File: config.mk
export PLATFORM = sky130hd
export DESIGN_NAME = mem_bus_arbiter
export DESIGN_NICKNAME = d
export VERILOG_FILES = /design/src/rtl/riscv_bus_pkg.sv /design/src/rtl/bus_timeout_timer.sv /design/src/rtl/mem_bus_arbiter.sv
export SDC_FILE = /design/constraint.sdc
export NUM_CORES = 1
export LEC_CHECK = 0
export CELL_PAD_IN_SITES_DETAIL_PLACEMENT = 2
export CELL_PAD_IN_SITES_GLOBAL_PLACEMENT = 2
export CORE_MARGIN = 3
export CORE_UTILIZATION = 28
export CTS_CLUSTER_DIAMETER = 150
export DETAILED_ROUTE_END_ITERATION = 10
export GPL_TIMING_DRIVEN = 0
export PLACE_DENSITY = 0.91
export SLEW_MARGIN = 5
export SYNTH_ARGS = -nofsm -noshare
export SYNTH_HDL_FRONTEND = slang
export SYNTH_SLANG_ARGS = --single-unit
File: constraint.sdc
create_clock -name clk -period 2.8 [get_ports clk]
set_clock_uncertainty 0.2 [all_clocks]
set_input_delay 0.56 -clock clk [delete_from_list [all_inputs] [get_ports clk]]
set_output_delay 0.56 -clock clk [all_outputs]
set_load 0.005 [all_outputs]
File: src/rtl/riscv_bus_pkg.sv
// Shared encodings and defaults for the fetch/data memory bus arbiter.
// Imported by the arbiter top and its timeout timer.
package riscv_bus_pkg;

  typedef enum logic [1:0] {
    ARB_IDLE  = 2'd0,
    ARB_BUS_I = 2'd1,
    ARB_BUS_D = 2'd2
  } arb_state_t;

  localparam logic OWN_I = 1'b0;
  localparam logic OWN_D = 1'b1;

  localparam int DEF_TIMEOUT    = 255;
  localparam int DEF_STARVE_MAX = 4;

endpackage

File: src/rtl/bus_timeout_timer.sv
// Cycle counter for an outstanding bus access.
// expired is high during the TIMEOUT-th enabled cycle.
module bus_timeout_timer
  import riscv_bus_pkg::*;
#(
  parameter int TIMEOUT = DEF_TIMEOUT
) (
  input  logic clk,
  input  logic n_rst,
  input  logic clr,
  input  logic en,
  output logic expired
);

  localparam int W = $clog2(TIMEOUT + 1);
  localparam logic [W-1:0] LAST = W'(TIMEOUT - 1);

  logic [W-1:0] cnt;

  assign expired = en && (cnt == LAST);

  always_ff @(posedge clk or negedge n_rst) begin
    if (!n_rst) begin
      cnt <= '0;
    end else if (clr) begin
      cnt <= '0;
    end else if (en && !expired) begin
      cnt <= cnt + 1'b1;
    end
  end

endmodule

File: src/rtl/mem_bus_arbiter.sv
// Shares one memory bus between fetch and data ports.
// Data has priority; fetch wins after STARVE_MAX data grants.
module mem_bus_arbiter
  import riscv_bus_pkg::*;
#(
  parameter int ADDR_W     = 32,
  parameter int DATA_W     = 32,
  parameter int STARVE_MAX = DEF_STARVE_MAX,
  parameter int TIMEOUT    = DEF_TIMEOUT
) (
  input  logic                clk,
  input  logic                n_rst,
  input  logic                if_req,
  input  logic [ADDR_W-1:0]   if_addr,
  output logic [DATA_W-1:0]   if_rdata,
  output logic                if_ack,
  input  logic                dm_req,
  input  logic                dm_we,
  input  logic [ADDR_W-1:0]   dm_addr,
  input  logic [DATA_W-1:0]   dm_wdata,
  input  logic [DATA_W/8-1:0] dm_be,
  output logic [DATA_W-1:0]   dm_rdata,
  output logic                dm_ack,
  output logic                bus_req,
  output logic                bus_we,
  output logic [ADDR_W-1:0]   bus_addr,
  output logic [DATA_W-1:0]   bus_wdata,
  output logic [DATA_W/8-1:0] bus_be,
  input  logic [DATA_W-1:0]   bus_rdata,
  input  logic                bus_ack,
  output logic                grant_d,
  output logic                bus_err
);

  localparam int BE_W = DATA_W / 8;
  localparam int SW   = $clog2(STARVE_MAX + 1);
  localparam logic [SW-1:0] SMAX = SW'(STARVE_MAX);

  arb_state_t        state, state_n;
  logic [SW-1:0]     starve_cnt, starve_n;
  logic              bus_req_n, bus_we_n;
  logic [ADDR_W-1:0] bus_addr_n;
  logic [DATA_W-1:0] bus_wdata_n;
  logic [BE_W-1:0]   bus_be_n;
  logic              grant_d_n, bus_err_n;
  logic [DATA_W-1:0] if_rdata_n, dm_rdata_n;
  logic              if_ack_n, dm_ack_n;

  logic take_d, take_i, owner, tmo_exp, done;

  assign take_d = dm_req && (!if_req || starve_cnt != SMAX);
  assign take_i = if_req && !take_d;
  assign owner  = (state == ARB_BUS_D) ? OWN_D : OWN_I;
  assign done   = bus_ack || tmo_exp;

  bus_timeout_timer #(
    .TIMEOUT(TIMEOUT)
  ) u_tmo (
    .clk    (clk),
    .n_rst  (n_rst),
    .clr    (state == ARB_IDLE),
    .en     (state != ARB_IDLE),
    .expired(tmo_exp)
  );

  always_comb begin
    state_n     = state;
    starve_n    = starve_cnt;
    bus_req_n   = bus_req;
    bus_we_n    = bus_we;
    bus_addr_n  = bus_addr;
    bus_wdata_n = bus_wdata;
    bus_be_n    = bus_be;
    grant_d_n   = grant_d;
    bus_err_n   = bus_err;
    if_rdata_n  = if_rdata;
    dm_rdata_n  = dm_rdata;
    if_ack_n    = 1'b0;
    dm_ack_n    = 1'b0;
    unique case (state)
      ARB_IDLE: begin
        unique case (1'b1)
          take_d: begin
            state_n     = ARB_BUS_D;
            bus_req_n   = 1'b1;
            bus_we_n    = dm_we;
            bus_addr_n  = dm_addr;
            bus_wdata_n = dm_wdata;
            bus_be_n    = dm_be;
            grant_d_n   = 1'b1;
            if (!if_req) starve_n = '0;
            else if (starve_cnt != SMAX) starve_n = starve_cnt + 1'b1;
          end
          take_i: begin
            state_n     = ARB_BUS_I;
            bus_req_n   = 1'b1;
            bus_we_n    = 1'b0;
            bus_addr_n  = if_addr;
            bus_wdata_n = '0;
            bus_be_n    = '1;
            grant_d_n   = 1'b0;
            starve_n    = '0;
          end
          default: ;
        endcase
      end
      ARB_BUS_I, ARB_BUS_D: begin
        // bus_ack beats a same-cycle timeout
        if (done) begin
          state_n   = ARB_IDLE;
          bus_req_n = 1'b0;
          grant_d_n = 1'b0;
          if (!bus_ack) bus_err_n = 1'b1;
          if (owner == OWN_D) begin
            dm_ack_n = 1'b1;
            if (!bus_ack) dm_rdata_n = '0;
            else if (!bus_we) dm_rdata_n = bus_rdata;
          end else begin
            if_ack_n   = 1'b1;
            if_rdata_n = bus_ack ? bus_rdata : '0;
          end
        end
      end
      default: state_n = ARB_IDLE;
    endcase
  end

  always_ff @(posedge clk or negedge n_rst) begin
    if (!n_rst) begin
      state      <= ARB_IDLE;
      starve_cnt <= '0;
      bus_req    <= 1'b0;
      bus_we     <= 1'b0;
      bus_addr   <= '0;
      bus_wdata  <= '0;
      bus_be     <= '0;
      grant_d    <= 1'b0;
      bus_err    <= 1'b0;
      if_rdata   <= '0;
      dm_rdata   <= '0;
      if_ack     <= 1'b0;
      dm_ack     <= 1'b0;
    end else begin
      state      <= state_n;
      starve_cnt <= starve_n;
      bus_req    <= bus_req_n;
      bus_we     <= bus_we_n;
      bus_addr   <= bus_addr_n;
      bus_wdata  <= bus_wdata_n;
      bus_be     <= bus_be_n;
      grant_d    <= grant_d_n;
      bus_err    <= bus_err_n;
      if_rdata   <= if_rdata_n;
      dm_rdata   <= dm_rdata_n;
      if_ack     <= if_ack_n;
      dm_ack     <= dm_ack_n;
    end
  end

endmodule

==> impl_metrics.json <==
{
  "ant_nets": 0,
  "ir_worst_vdd_v": 0.000367,
  "h-tree-depth": 4,
  "rows": 57,
  "slew_headroom_pct": 57.8,
  "cpMaxStageDelayCell": "clkdlybuf4s50_1",
  "tns_ns": 0,
  "grt_max_degree": 79,
  "chipHeight_um": 165,
  "portBuffers": 273,
  "n_antenna_cell": 0,
  "clk_pin_slew_ns": 0.07,
  "start_util_pct": 28.9,
  "yosysTopAreaCell": "dfrtp_1",
  "critPathMaxFanout": 10,
  "worst_hold_slack_ns": 0.294,
  "setup_viol_count_final": 0,
  "cp.required_ns": 2.95,
  "drive_gt1_share_pct": 10.2,
  "clockRootBuffer": "clkbuf_16",
  "dp_hpwl_um": 22000,
  "rsz0062_at_grt": "false",
  "min_period_ns": 2.38,
  "die_area_mm2": 0.0273,
  "power.internal_mw": 7.38,
  "clkPwrFrac_pct": 19.4,
  "hold_violations": 0,
  "place.gp.congestion": 0.747,
  "cts_buffers": 17,
  "grt_pass1_wl_um": 45800,
  "switching_share_pct": 38.3,
  "yosysUniqueCellTypes": 47,
  "route.vias.total": 6847,
  "crit_path_end_kind": "register",
  "routedWlPerCell_um": 22.2,
  "finalNetCount": 1131,
  "combPwrFrac_pct": 48.1,
  "min_period_over_period_pct": 84.9,
  "hp-class": "register to register",
  "cts_tree": "yes",
  "postCtsHoldBufs": 1,
  "cts_resized": 0,
  "synth_top_cells_by_area": "dfrtp_1 (53%), o211ai_2 (5.3%), o21ai_0 (4.5%)",
  "dp_cells": 1291,
  "die_x_um": 165,
  "instances_no_fill": 1323,
  "synth_enable_flop_cells": 0,
  "cp_slowest_stage_delay_ns": 0.48,
  "leakagePower_nw": 4.75,
  "syn_nets": 837,
  "maxCapViolations": 0,
  "synth_top_area_share_pct": 53.2,
  "routed_wirelength_um": 29300,
  "p_seq_share_pct": 32.6,
  "nFillCells": 2613,
  "ys_seq_area_share_pct": 53.2,
  "post_cts_buffers": 0,
  "yosys_warnings": 0,
  "avgSynthCellArea_um2": 10.3,
  "cp.arrival_ns": 2.52,
  "crit_type": "primary input to register",
  "status": "finished, final reports clean",
  "drc": 0,
  "startpoint_type": "primary input",
  "clock_path_buffers": 2,
  "core_area_mm2": 0.0246,
  "vias_per_cell": 5.18,
  "syn-instance-count": 693,
  "p_sw_mw": 4.57,
  "timing.fmax_mhz": 421,
  "ys_ff_latch": 151,
  "tightest_slew_ns": 0.633,
  "grt_use_total_pct": 21.7,
  "grt_overflow": 0,
  "dp_slack_ns": -0.0872,
  "p_per_area_mw_per_mm2": 1100,
  "dr.pass1.iters": 4,
  "synth-main-ff-cell": "dfrtp_1",
  "synth_area_mm2": 0.00711,
  "total_power_mw": 12.0,
  "cpLargestDelayFamily": "buffers and inverters",
  "fin_ws_ns": 0.423,
  "async_flop_share_pct": 100,
  "finalMaxSlewViolations": 0,
  "drtIter0Drc": 384,
  "io_pins": 276,
  "grt_pass1_vias": 7888,
  "cts.sinks": 151,
  "cp_cell_sequence": "clkdlybuf4s50_1 > o21ai_0 > buf_2 > buf_1 > nand2_1 > o211ai_2",
  "area_growth_pct": 52.7,
  "grt_antenna_before_repair": 0,
  "critPathBufInv": 3,
  "clk_latency_ns": 0.42
}
-- tightest hold or removal path: stages (launching register included) --
cell and delay (ns):
dfrtp_1 0.35, nand2_1 0.06, o211ai_2 0.05
-- routing by layer --
metal	share of wire, %	GRT usage (%)	vias up
met5	0	0	-
met4	2.3	6.47	0
met3	8.0	7.56	43
met2	51	38.0	223
met1	39	24.9	3500
li1	-	-	3081
-- cells by family (layout without fill, tap and decap cells) --
kind of cell | count (synthesis) | count (layout) | share of synthesized area [%]
compound gates | 231 | 231 | 24.8
buf+inv | 137 | 443 | 8.76
simple gates | 166 | 166 | 11.9
flops | 151 | 151 | 53.2
mux | 2 | 2 | 0.317
fa+ha+maj | 6 | 6 | 1.06
-- path summary, 6_finish.rpt --
path                                         start                         to  slack (ns)  depth (start not counted)
max                                         if_req   bus_addr[20]$_DFFE_PN0P_        0.42                          6
min                        bus_addr[0]$_DFFE_PN0P_    bus_addr[0]$_DFFE_PN0P_        0.29                          2
max reg2reg                   state[1]$_DFFE_PN0P_   bus_addr[20]$_DFFE_PN0P_        0.51                          7
min reg2reg                bus_addr[0]$_DFFE_PN0P_    bus_addr[0]$_DFFE_PN0P_        0.29                          2
max in group asynchronous                    n_rst  bus_wdata[25]$_DFFE_PN0P_        1.06                          3
min in group asynchronous                    n_rst   dm_rdata[27]$_DFFE_PN0P_        0.51                          2
-- through the flow --
stage,cell area (um^2),util [%]
3_5_place_dp,10300,41.8
4_1_cts,10900,44.1
2_1_floorplan,7110,-
5_1_grt,10900,44.1
3_3_place_gp,10200,41.6
6_report,10900,44.1
-- power groups by stage --
stage	combinational, mW	clock (mW)	sequential (mW)
after floorplan	2.50	0	3.82
after global placement	5.47	0	3.81
after detailed placement	5.81	0	3.90
after CTS	5.86	2.36	3.90
after global routing	6.37	2.48	4.03
final	5.75	2.31	3.89
-- flip-flops by register name (all words and copies together) (netlist names), 2 cells and up --
register    cells
bus_addr       32
bus_be          4
bus_wdata      32
dm_rdata       32
if_rdata       32
starve_cnt      3
state           2
u_tmo.cnt       8
-- cell usage in the layout (no fill, tap or decap), types with 2 or more instances in the layout --
| cell type | instances |
|---|---|
| o21ai_1 | 4 |
| a22oi_1 | 32 |
| o22a_1 | 4 |
| nor2b_1 | 6 |
| clkbuf_16 | 17 |
| nand2_1 | 66 |
| nor2_1 | 6 |
| ha_1 | 6 |
| o211ai_1 | 42 |
| buf_2 | 18 |
| a31oi_1 | 3 |
| and3b_1 | 2 |
| buf_4 | 3 |
| nand4_1 | 33 |
| a21oi_1 | 6 |
| a22o_1 | 33 |
| mux2_2 | 2 |
| nor3_1 | 4 |
| o21ai_0 | 64 |
| clkdlybuf4s50_1 | 272 |
| inv_1 | 73 |
| dfrtp_1 | 151 |
| clkinvlp_4 | 5 |
| inv_8 | 2 |
| and2_1 | 3 |
| a211oi_1 | 2 |
| inv_6 | 6 |
| clkbuf_1 | 32 |
| o21a_1 | 2 |
| and3_1 | 3 |
| o211ai_2 | 30 |
| nand3_1 | 34 |
| buf_6 | 10 |
-- cell usage after synthesis, types with 3 or more instances --
cell,n
a21oi_1,6
o211ai_1,42
buf_6,10
and3_1,3
nand2_1,66
o22a_1,4
a31oi_1,3
nor2_1,6
buf_4,3
o211ai_2,30
ha_1,6
dfrtp_1,151
o21ai_0,64
inv_1,73
clkbuf_1,32
buf_2,18
a22oi_1,32
nor3_1,4
a22o_1,33
nand4_1,33
and2_1,3
nor2b_1,6
nand3_1,34
o21ai_1,4
-- layout make-up --
type	count	area, um^2	share of cell area (%)
buffer	64	349	3.22
clock buffer	17	425	3.92
clock inverter	14	143	1.31
inverter	73	274	2.52
multi-input combinational	405	2710	24.9
sequential	151	3780	34.8
tap	324	405	3.73
timing repair buffer	275	2780	25.6
No activity file was read; power rests on OpenSTA's default activity.
